**src/rtl/apb_bridge_pkg.sv**
```systemverilog
// Shared types and sizing helpers for the APB slave bridge.
package apb_bridge_pkg;

  localparam int MAX_DATA_W = 64;

  typedef enum logic [1:0] {
    ST_IDLE,
    ST_REQ,
    ST_RD_WAIT,
    ST_RESP
  } state_t;

  typedef struct packed {
    logic [MAX_DATA_W-1:0] data;
    logic                  err;
  } resp_t;

  function automatic int strb_width(input int data_width);
    return data_width / 8;
  endfunction

  // Wide enough to hold TIMEOUT_CYCLES itself; a disabled timeout still gets one bit.
  function automatic int tmo_cnt_width(input int timeout_cycles);
    return (timeout_cycles == 0) ? 1 : $clog2(timeout_cycles + 1);
  endfunction

endpackage

```
**src/rtl/apb_slave_bridge_if.sv**
```systemverilog
// APB slave port plus the downstream valid/ready request bus, as seen by the bridge.
interface apb_slave_bridge_if
  import apb_bridge_pkg::*;
#(
  parameter int DATA_WIDTH = 32,
  parameter int ADDR_WIDTH = 32
);

  localparam int STRB_W = strb_width(DATA_WIDTH);

  logic                  i_psel;
  logic                  i_penable;
  logic                  i_pwrite;
  logic [ADDR_WIDTH-1:0] i_paddr;
  logic [DATA_WIDTH-1:0] i_pwdata;
  logic [STRB_W-1:0]     i_pstrb;
  logic [DATA_WIDTH-1:0] o_prdata;
  logic                  o_pready;
  logic                  o_pslverr;

  logic                  o_valid;
  logic                  o_rd0_wr1;
  logic [ADDR_WIDTH-1:0] o_addr;
  logic [DATA_WIDTH-1:0] o_wr_data;
  logic [STRB_W-1:0]     o_wr_strb;
  logic                  i_ready;
  logic [DATA_WIDTH-1:0] i_rd_data;
  logic                  i_rd_valid;
  logic                  i_rd_err;

  modport slave (
    input  i_psel, i_penable, i_pwrite, i_paddr, i_pwdata, i_pstrb,
    output o_prdata, o_pready, o_pslverr,
    output o_valid, o_rd0_wr1, o_addr, o_wr_data, o_wr_strb,
    input  i_ready, i_rd_data, i_rd_valid, i_rd_err
  );

  modport master (
    output i_psel, i_penable, i_pwrite, i_paddr, i_pwdata, i_pstrb,
    input  o_prdata, o_pready, o_pslverr,
    input  o_valid, o_rd0_wr1, o_addr, o_wr_data, o_wr_strb,
    output i_ready, i_rd_data, i_rd_valid, i_rd_err
  );

endinterface

```
**src/rtl/apb_addr_decode.sv**
```systemverilog
// Combinational window hit, word-alignment check and window-relative offset.
module apb_addr_decode #(
  parameter longint unsigned BASE_ADDR    = 0,
  parameter longint unsigned WINDOW_BYTES = 4096,
  parameter int              DATA_WIDTH   = 32,
  parameter int              ADDR_WIDTH   = 32
) (
  input  logic [ADDR_WIDTH-1:0] i_addr,
  output logic                  o_hit,
  output logic                  o_misaligned,
  output logic [ADDR_WIDTH-1:0] o_offset
);

  localparam int                    LSB_W  = $clog2(DATA_WIDTH / 8);
  localparam int                    AW1    = ADDR_WIDTH + 1;
  localparam logic [ADDR_WIDTH-1:0] BASE   = ADDR_WIDTH'(BASE_ADDR);
  localparam logic [AW1-1:0]        WINDOW = AW1'(WINDOW_BYTES);

  // Addresses below BASE wrap to a large offset, so one compare covers both bounds.
  assign o_offset = i_addr - BASE;
  assign o_hit    = ({1'b0, o_offset} < WINDOW);

  if (LSB_W == 0) begin : g_byte_bus
    assign o_misaligned = 1'b0;
  end else begin : g_word_bus
    assign o_misaligned = |i_addr[LSB_W-1:0];
  end

endmodule

```
**src/rtl/apb_slave_bridge.sv**
```systemverilog
// APB3/APB4 slave that forwards one transfer at a time onto the valid/ready request bus.
module apb_slave_bridge
  import apb_bridge_pkg::*;
#(
  parameter int              DATA_WIDTH     = 32,
  parameter int              ADDR_WIDTH     = 32,
  parameter longint unsigned BASE_ADDR      = 0,
  parameter longint unsigned WINDOW_BYTES   = 4096,
  parameter int              TIMEOUT_CYCLES = 256
) (
  input  logic               i_clk_apb,
  input  logic               i_rst_apb,
  apb_slave_bridge_if.slave  bus
);

  localparam int               STRB_W   = strb_width(DATA_WIDTH);
  localparam int               CNT_W    = tmo_cnt_width(TIMEOUT_CYCLES);
  localparam bit               TMO_EN   = (TIMEOUT_CYCLES != 0);
  localparam logic [CNT_W-1:0] TMO_LAST = TMO_EN ? CNT_W'(TIMEOUT_CYCLES - 1) : '0;
  localparam resp_t            RESP_OK  = '0;
  localparam resp_t            RESP_ERR = '{data: '0, err: 1'b1};

  state_t                state_q, state_d;
  logic                  wr_q, wr_d;
  logic [ADDR_WIDTH-1:0] addr_q, addr_d;
  logic [DATA_WIDTH-1:0] wdata_q, wdata_d;
  logic [STRB_W-1:0]     strb_q, strb_d;
  resp_t                 resp_q, resp_d;
  logic [CNT_W-1:0]      cnt_q, cnt_d;

  logic                  dec_hit;
  logic                  dec_misaligned;
  logic [ADDR_WIDTH-1:0] dec_offset;
  logic                  tmo_hit;

  function automatic resp_t rd_resp(input logic [DATA_WIDTH-1:0] data, input logic err);
    resp_t r;
    r.err  = err;
    r.data = err ? '0 : MAX_DATA_W'(data);
    return r;
  endfunction

  apb_addr_decode #(
    .BASE_ADDR    (BASE_ADDR),
    .WINDOW_BYTES (WINDOW_BYTES),
    .DATA_WIDTH   (DATA_WIDTH),
    .ADDR_WIDTH   (ADDR_WIDTH)
  ) u_decode (
    .i_addr       (bus.i_paddr),
    .o_hit        (dec_hit),
    .o_misaligned (dec_misaligned),
    .o_offset     (dec_offset)
  );

  assign tmo_hit = TMO_EN && (cnt_q == TMO_LAST);

  always_comb begin
    state_d = state_q;
    wr_d    = wr_q;
    addr_d  = addr_q;
    wdata_d = wdata_q;
    strb_d  = strb_q;
    resp_d  = resp_q;
    cnt_d   = cnt_q;
    case (state_q)
      ST_IDLE: begin
        if (bus.i_psel && !bus.i_penable) begin
          wr_d    = bus.i_pwrite;
          addr_d  = dec_offset;
          wdata_d = bus.i_pwrite ? bus.i_pwdata : '0;
          strb_d  = bus.i_pwrite ? bus.i_pstrb : '0;
          if (!dec_hit || dec_misaligned) begin
            resp_d  = RESP_ERR;
            state_d = ST_RESP;
          end else begin
            resp_d  = RESP_OK;
            cnt_d   = '0;
            state_d = ST_REQ;
          end
        end
      end
      ST_REQ: begin
        if (TMO_EN) cnt_d = cnt_q + 1'b1;
        // A read accepted on the last allowed cycle without data still times out.
        if (bus.i_ready && wr_q) begin
          resp_d  = RESP_OK;
          state_d = ST_RESP;
        end else if (bus.i_ready && bus.i_rd_valid) begin
          resp_d  = rd_resp(bus.i_rd_data, bus.i_rd_err);
          state_d = ST_RESP;
        end else if (tmo_hit) begin
          resp_d  = RESP_ERR;
          state_d = ST_RESP;
        end else if (bus.i_ready) begin
          state_d = ST_RD_WAIT;
        end
      end
      ST_RD_WAIT: begin
        if (TMO_EN) cnt_d = cnt_q + 1'b1;
        if (bus.i_rd_valid) begin
          resp_d  = rd_resp(bus.i_rd_data, bus.i_rd_err);
          state_d = ST_RESP;
        end else if (tmo_hit) begin
          resp_d  = RESP_ERR;
          state_d = ST_RESP;
        end
      end
      ST_RESP: state_d = ST_IDLE;
      default: state_d = ST_IDLE;
    endcase
  end

  always_ff @(posedge i_clk_apb or posedge i_rst_apb) begin
    if (i_rst_apb) begin
      state_q <= ST_IDLE;
      wr_q    <= 1'b0;
      addr_q  <= '0;
      wdata_q <= '0;
      strb_q  <= '0;
      resp_q  <= RESP_OK;
      cnt_q   <= '0;
    end else begin
      state_q <= state_d;
      wr_q    <= wr_d;
      addr_q  <= addr_d;
      wdata_q <= wdata_d;
      strb_q  <= strb_d;
      resp_q  <= resp_d;
      cnt_q   <= cnt_d;
    end
  end

  assign bus.o_valid   = (state_q == ST_REQ);
  assign bus.o_rd0_wr1 = wr_q;
  assign bus.o_addr    = addr_q;
  assign bus.o_wr_data = wdata_q;
  assign bus.o_wr_strb = strb_q;
  assign bus.o_pready  = (state_q == ST_RESP);
  assign bus.o_prdata  = bus.o_pready ? resp_q.data[DATA_WIDTH-1:0] : '0;
  assign bus.o_pslverr = bus.o_pready & resp_q.err;

  if (DATA_WIDTH < MAX_DATA_W) begin : g_narrow
    logic unused_resp_hi;
    assign unused_resp_hi = |resp_q.data[MAX_DATA_W-1:DATA_WIDTH];
  end

endmodule

```
**src/flat_wrapper.sv**
```systemverilog
// flat-port wrapper written by rule: the top's interface ports become plain ports
module apb_slave_bridge_flat import apb_bridge_pkg::*;
#(
  parameter int              DATA_WIDTH     = 32,
  parameter int              ADDR_WIDTH     = 32,
  parameter longint unsigned BASE_ADDR      = 0,
  parameter longint unsigned WINDOW_BYTES   = 4096,
  parameter int              TIMEOUT_CYCLES = 256
)
  (i_clk_apb, i_rst_apb, bus_i_psel, bus_i_penable, bus_i_pwrite, bus_i_paddr, bus_i_pwdata, bus_i_pstrb, bus_o_prdata, bus_o_pready, bus_o_pslverr, bus_o_valid, bus_o_rd0_wr1, bus_o_addr, bus_o_wr_data, bus_o_wr_strb, bus_i_ready, bus_i_rd_data, bus_i_rd_valid, bus_i_rd_err);
  apb_slave_bridge_if #(.DATA_WIDTH(DATA_WIDTH), .ADDR_WIDTH(ADDR_WIDTH)) bus_i ();
  input  logic i_clk_apb;
  input  logic i_rst_apb;
  input wire logic [$bits(bus_i.i_psel)-1:0] bus_i_psel;
  input wire logic [$bits(bus_i.i_penable)-1:0] bus_i_penable;
  input wire logic [$bits(bus_i.i_pwrite)-1:0] bus_i_pwrite;
  input wire logic [$bits(bus_i.i_paddr)-1:0] bus_i_paddr;
  input wire logic [$bits(bus_i.i_pwdata)-1:0] bus_i_pwdata;
  input wire logic [$bits(bus_i.i_pstrb)-1:0] bus_i_pstrb;
  output wire logic [$bits(bus_i.o_prdata)-1:0] bus_o_prdata;
  output wire logic [$bits(bus_i.o_pready)-1:0] bus_o_pready;
  output wire logic [$bits(bus_i.o_pslverr)-1:0] bus_o_pslverr;
  output wire logic [$bits(bus_i.o_valid)-1:0] bus_o_valid;
  output wire logic [$bits(bus_i.o_rd0_wr1)-1:0] bus_o_rd0_wr1;
  output wire logic [$bits(bus_i.o_addr)-1:0] bus_o_addr;
  output wire logic [$bits(bus_i.o_wr_data)-1:0] bus_o_wr_data;
  output wire logic [$bits(bus_i.o_wr_strb)-1:0] bus_o_wr_strb;
  input wire logic [$bits(bus_i.i_ready)-1:0] bus_i_ready;
  input wire logic [$bits(bus_i.i_rd_data)-1:0] bus_i_rd_data;
  input wire logic [$bits(bus_i.i_rd_valid)-1:0] bus_i_rd_valid;
  input wire logic [$bits(bus_i.i_rd_err)-1:0] bus_i_rd_err;
  assign bus_i.i_psel = bus_i_psel;
  assign bus_i.i_penable = bus_i_penable;
  assign bus_i.i_pwrite = bus_i_pwrite;
  assign bus_i.i_paddr = bus_i_paddr;
  assign bus_i.i_pwdata = bus_i_pwdata;
  assign bus_i.i_pstrb = bus_i_pstrb;
  assign bus_o_prdata = bus_i.o_prdata;
  assign bus_o_pready = bus_i.o_pready;
  assign bus_o_pslverr = bus_i.o_pslverr;
  assign bus_o_valid = bus_i.o_valid;
  assign bus_o_rd0_wr1 = bus_i.o_rd0_wr1;
  assign bus_o_addr = bus_i.o_addr;
  assign bus_o_wr_data = bus_i.o_wr_data;
  assign bus_o_wr_strb = bus_i.o_wr_strb;
  assign bus_i.i_ready = bus_i_ready;
  assign bus_i.i_rd_data = bus_i_rd_data;
  assign bus_i.i_rd_valid = bus_i_rd_valid;
  assign bus_i.i_rd_err = bus_i_rd_err;
  apb_slave_bridge #(.DATA_WIDTH(DATA_WIDTH), .ADDR_WIDTH(ADDR_WIDTH), .BASE_ADDR(BASE_ADDR), .WINDOW_BYTES(WINDOW_BYTES), .TIMEOUT_CYCLES(TIMEOUT_CYCLES)) u_core (.i_clk_apb(i_clk_apb), .i_rst_apb(i_rst_apb), .bus(bus_i));
endmodule
```
**config.mk**
```make
export PLATFORM = sky130hd
export DESIGN_NAME = apb_slave_bridge_flat
export DESIGN_NICKNAME = d
export VERILOG_FILES = /design/src/rtl/apb_bridge_pkg.sv /design/src/rtl/apb_slave_bridge_if.sv /design/src/rtl/apb_addr_decode.sv /design/src/rtl/apb_slave_bridge.sv /design/src/flat_wrapper.sv
export SDC_FILE = /design/constraint.sdc
export NUM_CORES = 1
export LEC_CHECK = 0
export ABC_CLOCK_PERIOD_IN_PS = 4700
export CORE_ASPECT_RATIO = 0.5
export CORE_UTILIZATION = 37
export DETAILED_ROUTE_END_ITERATION = 12
export MAX_ROUTING_LAYER = met4
export PLACE_DENSITY = 0.77
export SYNTH_ARGS = -nofsm -noshare
export SYNTH_HDL_FRONTEND = slang
export SYNTH_SLANG_ARGS = --single-unit
```
**constraint.sdc**
```tcl
create_clock -name i_clk_apb -period 4.7 [get_ports i_clk_apb]
set_input_delay 0.47 -clock i_clk_apb [delete_from_list [all_inputs] [get_ports i_clk_apb]]
set_output_delay 0.47 -clock i_clk_apb [all_outputs]
set_load 0.01 [all_outputs]
```
After elaboration in Yosys (flattened, before gate mapping)
Cells that the tools add are included.
{"block": "op_classes", "magnitude_cmp": 1, "n_eq_ne": 8, "reduce_logical": 15, "addsub": 1, "mux": 23, "bitwise": 1}
{"cell": "$mux W65", "n": 5}
{"cell": "$pmux W65 S3", "n": 1}
{"cell": "$mux W32", "n": 3}
{"cell": "$lt A32 B13 Y1 const B", "n": 1}
{"cell": "$mux W9", "n": 2}
{"cell": "$pmux W9 S2", "n": 1}
{"cell": "$mux W2", "n": 8}
{"cell": "$add A9 B1 Y9 const B", "n": 1}
{"cell": "$eq A9 B8 Y1 const B", "n": 1}
{"cell": "$pmux W2 S4", "n": 1}
{"cell": "$reduce_and A3 Y1", "n": 2}
{"cell": "$ne A5 B1 Y1 const B", "n": 1}
{"cell": "$eq A2 B2 Y1 const B", "n": 2}
{"cell": "$mux W4", "n": 1}
{"cell": "$reduce_and A2 Y1", "n": 2}
{"cell": "$reduce_or A2 Y1", "n": 2}
{"cell": "$logic_and A1 B1 Y1", "n": 3}
{"cell": "$ne A3 B2 Y1 const B", "n": 1}
{"cell": "$reduce_bool A3 Y1", "n": 1}
{"cell": "$eq A2 B1 Y1 const B", "n": 1}
{"cell": "$logic_not A1 Y1", "n": 2}
{"cell": "$logic_not A2 Y1", "n": 1}
{"cell": "$ne A2 B1 Y1 const B", "n": 1}
{"cell": "$ne A2 B2 Y1 const B", "n": 1}
{"cell": "4 further kinds", "n": 4}
{"block": "word_totals", "ff_bits": 145, "inputBits": 108}

Depth between registers and ports, before layout
{"block": "logic_depth", "word_depth": 6, "mapped_depth": 8, "ltp_nobuf": 8}

By module
Synthesis repeated with hierarchy kept, for this count alone.
{"block": "hier_totals", "cells_unflattened": 537, "hier_area_um2": 5074.9}
{"mod": "apb_slave_bridge", "area_each_um2": 4784.6, "instances": 1, "cells_each": 496}
{"mod": "apb_addr_decode", "area_each_um2": 290.3, "instances": 1, "cells_each": 41}

Worst setup path before layout
No wires, ideal clock.
{"block": "synth_timing", "kind": "flip-flop to flip-flop", "startpoint": "register u_core.state_q[1]", "endpoint": "register u_core.cnt_q[7]", "path_stages_with_launch": 8, "path_slack_ps": 2567, "arrival_time_ps": 2051, "period_less_slack_ps": 2133, "path_buffers": 2, "cell_sequence": "dfrtp_1 > ha_1 > clkbuf_1 > or2_2 > o32a_1 > buf_6 > or4_1 > o21ai_0"}
{"block": "synth_via", "elab_chain_len": 4}
{"element": "start: declaration", "line_no": "apb_slave_bridge.sv:23", "text": "state_t state_q, state_d;"}
{"element": "start signal: assignment", "line_no": "apb_slave_bridge.sv:123", "text": "state_q <= state_d;"}
{"element": "$eq A2 B1 Y1 / $eq A2 B2 Y1 (equally long branches)", "line_no": "apb_slave_bridge.sv:65", "text": "case (state_q)"}
{"element": "$reduce_or A2 Y1 (no line)"}
{"element": "$reduce_bool A2 Y1 (no line)"}
{"element": "$reduce_and A3 Y1 (no line)"}
{"element": "end signal: assignment", "line_no": "apb_slave_bridge.sv:129", "text": "cnt_q <= cnt_d;"}
{"element": "end: declaration", "line_no": "apb_slave_bridge.sv:29", "text": "logic [CNT_W-1:0] cnt_q, cnt_d;"}
Several ways; a longest one is shown, not always the timed one.
A chain may end at the register's enable or synchronous reset.

Final worst setup path
{"block": "layout_timing", "startpoint": "register u_core.state_q[1]", "endpoint": "output bus_o_prdata[0]"}
{"block": "layout_via", "elab_chain_len": 2}
{"element": "$eq A2 B2 Y1", "line_no": "apb_slave_bridge.sv:138", "text": "assign bus.o_pready = (state_q == ST_RESP);"}
{"element": "$mux W32", "line_no": "apb_slave_bridge.sv:139", "text": "assign bus.o_prdata = bus.o_pready ? resp_q.data[DATA_WIDTH-1:0] : '0;"}
{"element": "end: declaration", "line_no": "flat_wrapper.sv:20", "text": "output wire logic [$bits(bus_i.o_prdata)-1:0] bus_o_prdata;"}
No other way between the ends.

==> key figures <==
Status
  – Run status: complete, no violations

Logic synthesis
  – Average cell area after synthesis: 11.0 um2
  – Synthesis Warnings: 0
  – Synth async-reset ratio: 100%
  – Synth cell types: 34
  – Top-count cell post-synth: dfrtp_1
  – EDFF count, synth: 0
  – Seq cells post-synth: 113
  – Most frequent cells after synthesis: 113 x dfrtp_1, 82 x nand2_1, 50 x o21ai_0
  – Ys flop type: dfrtp_1
  – Top cells by area, synth: dfrtp_1 59%, mux2_2 8.0%, nand2_1 6.4%, a22o_1 5.8%, o21ai_0 5.2%
  – Mapped Area: 4790 um2
  – Post-synth top area share: 59.0%
  – Seq/Total Area, Yosys: 59.0%
  – Most area-hungry cell type in the Yosys netlist: dfrtp_1
  – Cells after Synth: 437
  – Synthesized net count: 551

Timing
  – Final min period: 3010 ps
  – Final slew viol count: 0
  – Clk_skew: roughly 8 ps
  – RSZ-0062 raised after global routing: false
  – Tcrit/Tclk final: about 64%
  – Hold_ws: 447 ps
  – Slew HR: 25.1%
  – Fmax: about 330 MHz
  – Slew @ Worst Pin: 1120 ps
  – Setup tns final: 0 ps
  – PnR worst setup slack: 1690 ps
  – Setup violations, final: 0
  – Final Hold Fails: 0

Final layout
  – Share of cells above drive strength 1: 11.9%
  – Core Util, Final: 63.2%
  – Antenna Cells: 0
  – Multi-input gate area: 1820 um2
  – Sequential cell area: 2830 um2
  – Non-Filler Instances: approximately 820
  – Final Instance Area: 7720 um2
  – Final nets: 759
  – Layout area overhead: 61.2%
  – FILL cells: 967

Critical path
  – CP startpoint kind: register
  – CP max FO: 38
  – Reg2Reg Depth: 5
  – Worst r2r src: u_core.state_q[1]
  – Crit end category: output pin
  – Crit Path Category: register to output pin
  – Worst reg2reg endpoint: u_core.cnt_q[7]
  – FF-to-FF setup slack: 2120 ps
  – Worst path required time: around 4200 ps
  – WP data arrival: approximately 2500 ps

Floorplanning
  – Die width: 163 um
  – Core Area: 12200 um2
  – Starting Density: just under 40%
  – DIE AREA: 13400 um2
  – Placement Rows: 28
  – Die Span Y: 82.5 um
  – IO Pins: roughly 210

Global route
  – Tot GR Track Use: 20.3%
  – Vias in the first global route: 3967
  – First-pass GRT wire length: 20300 um
  – Initial antenna violation count: 0
  – Gr ovfl total: 0
  – Largest net degree at the start of global routing: 54

Place
  – IO Port Bufs: 211
  – Area post-placement: 7050 um2
  – Post-Place Setup Slack: between 1500 and 2000 ps
  – DP HPWL: 9020 um
  – Gpl congestion: 0.869
  – Placed insts: 791

Clock tree
  – CTS clk-pin slew, worst paths: roughly 50 ps
  – CTS sink count: 113
  – Post-CTS sizing: 0
  – TritonCTS clock tree: done
  – Clk_lat worst skew: 400 ps
  – Clock tree buffer depth: 2
  – CTS Hold Bufs: 0
  – Setup Buffers After CTS: 0
  – Num CTS Buffers: 17
  – CTS root buf: clkbuf_16
  – H-tree lvl count: 4

Power and ir drop
  – Pwr dens: 592 nW/um2
  – Combinational Power Share: a little over a third
  – Seq pwr share: about 32%
  – Clk pwr share: 32.1%
  – Net Switching: between 1 and 1.5 mW
  – PnR Total Power: ~4.6 mW
  – Maximum vdd drop: 255 uV
  – Sw Share: 30.9%
  – Pleak: between 3 and 4 nW
  – Internal: 3.16 mW

Route
  – Pre-Repair DR Iteration Count: 4
  – Vias: 4047
  – Drt drc: 0
  – Vias per cell: 4.92
  – WL per Instance: between 15 and 20 um
  – DR iter-0 viols: around 260
  – Routed wire length: 13200 um
  – Routed Antenna Nets: 0

Job
  – Max-cap violations: 0

Hold path
  – Tightest Hold Check Type: input pin to async pin
[kinds of logic (layout without fill, tap and decap cells)]
group                    Yosys count  after routing  share of synthesized area (%)
multiplexers                      34             34                           7.99
flip-flops                       113            113                           59.0
adder cells (fa/ha/maj)            6              6                           1.57
AO/OA/AOI/OAI                     99             99                           13.6
buffers and inverters             37            258                           3.13
AND/OR/NAND/NOR                  148            148                           14.7
[sequential cells by signal, indices dropped and copies added (netlist names)]
signal                flops
u_core.resp_q            33
u_core.bus.o_addr        32
u_core.bus.o_rd0_wr1      1
u_core.cnt_q              9
u_core.state_q            2
u_core.bus.o_wr_data     32
u_core.bus.o_wr_strb      4
[critical path: stages (launching register included)]
cell and delay, ps:
dfrtp_1 410, ha_1 930, and2_1 240, clkdlybuf4s50_1 560
[layout by cell type (no fill, tap or decap), types with 7 or more instances in the layout]
cell / n
dfrtp_1: 113
and2_1: 34
o21ai_0: 50
nand2_1: 82
clkbuf_16: 17
mux2_2: 34
a21oi_1: 7
inv_1: 8
a22o_1: 32
clkdlybuf4s50_1: 211
[area by class of cell]
cell class / count / share of cell area, %
Sequential cell: 113 / 36.6
Inverter: 9 / 0.470
Timing Repair Buffer: 217 / 27.9
Clock buffer: 19 / 5.73
Multi-Input combinational cell: 287 / 23.6
Clock inverter: 13 / 3.01
Tap cell: 165 / 2.67
[metal layers]
layer / wire length (um) / global-route usage (%) / up-vias / share of wire, %
met2: 6630 / 32.8 / 113 / 50
met4: 148 / 7.29 / 0 / 1.1
li1: - / - / 1935 / -
met5: 0 / - / - / 0
met3: 556 / 4.40 / 10 / 4.2
met1: 5830 / 25.5 / 1989 / 44
[power by group through the flow]
stage	Sequential (mW)	Combinational, mW	Clock, mW
2_1_floorplan	1.58	0.688	0
3_3_place_gp	1.47	1.61	0
3_5_place_dp	1.48	1.63	0
4_1_cts	1.47	1.65	1.49
5_1_grt	1.51	1.75	1.55
6_report	1.47	1.63	1.47
[worst max path at each step]
stage / depth (start not counted) / to / slack, ps / startpoint
3_5_place_dp: 6 / u_core.cnt_q[7] / 1990 / bus_i_paddr[12]
2_1_floorplan: 1 / u_core.bus.o_addr[0] / 1240 / i_rst_apb
4_1_cts: 3 / bus_o_pslverr / 1650 / u_core.state_q[1]
3_3_place_gp: 6 / u_core.cnt_q[7] / 2040 / bus_i_paddr[1]
6_report: 3 / bus_o_prdata[0] / 1690 / u_core.state_q[1]
5_1_grt: 3 / bus_o_prdata[22] / 1470 / u_core.state_q[1]
Power figures use the tool's default switching activity.
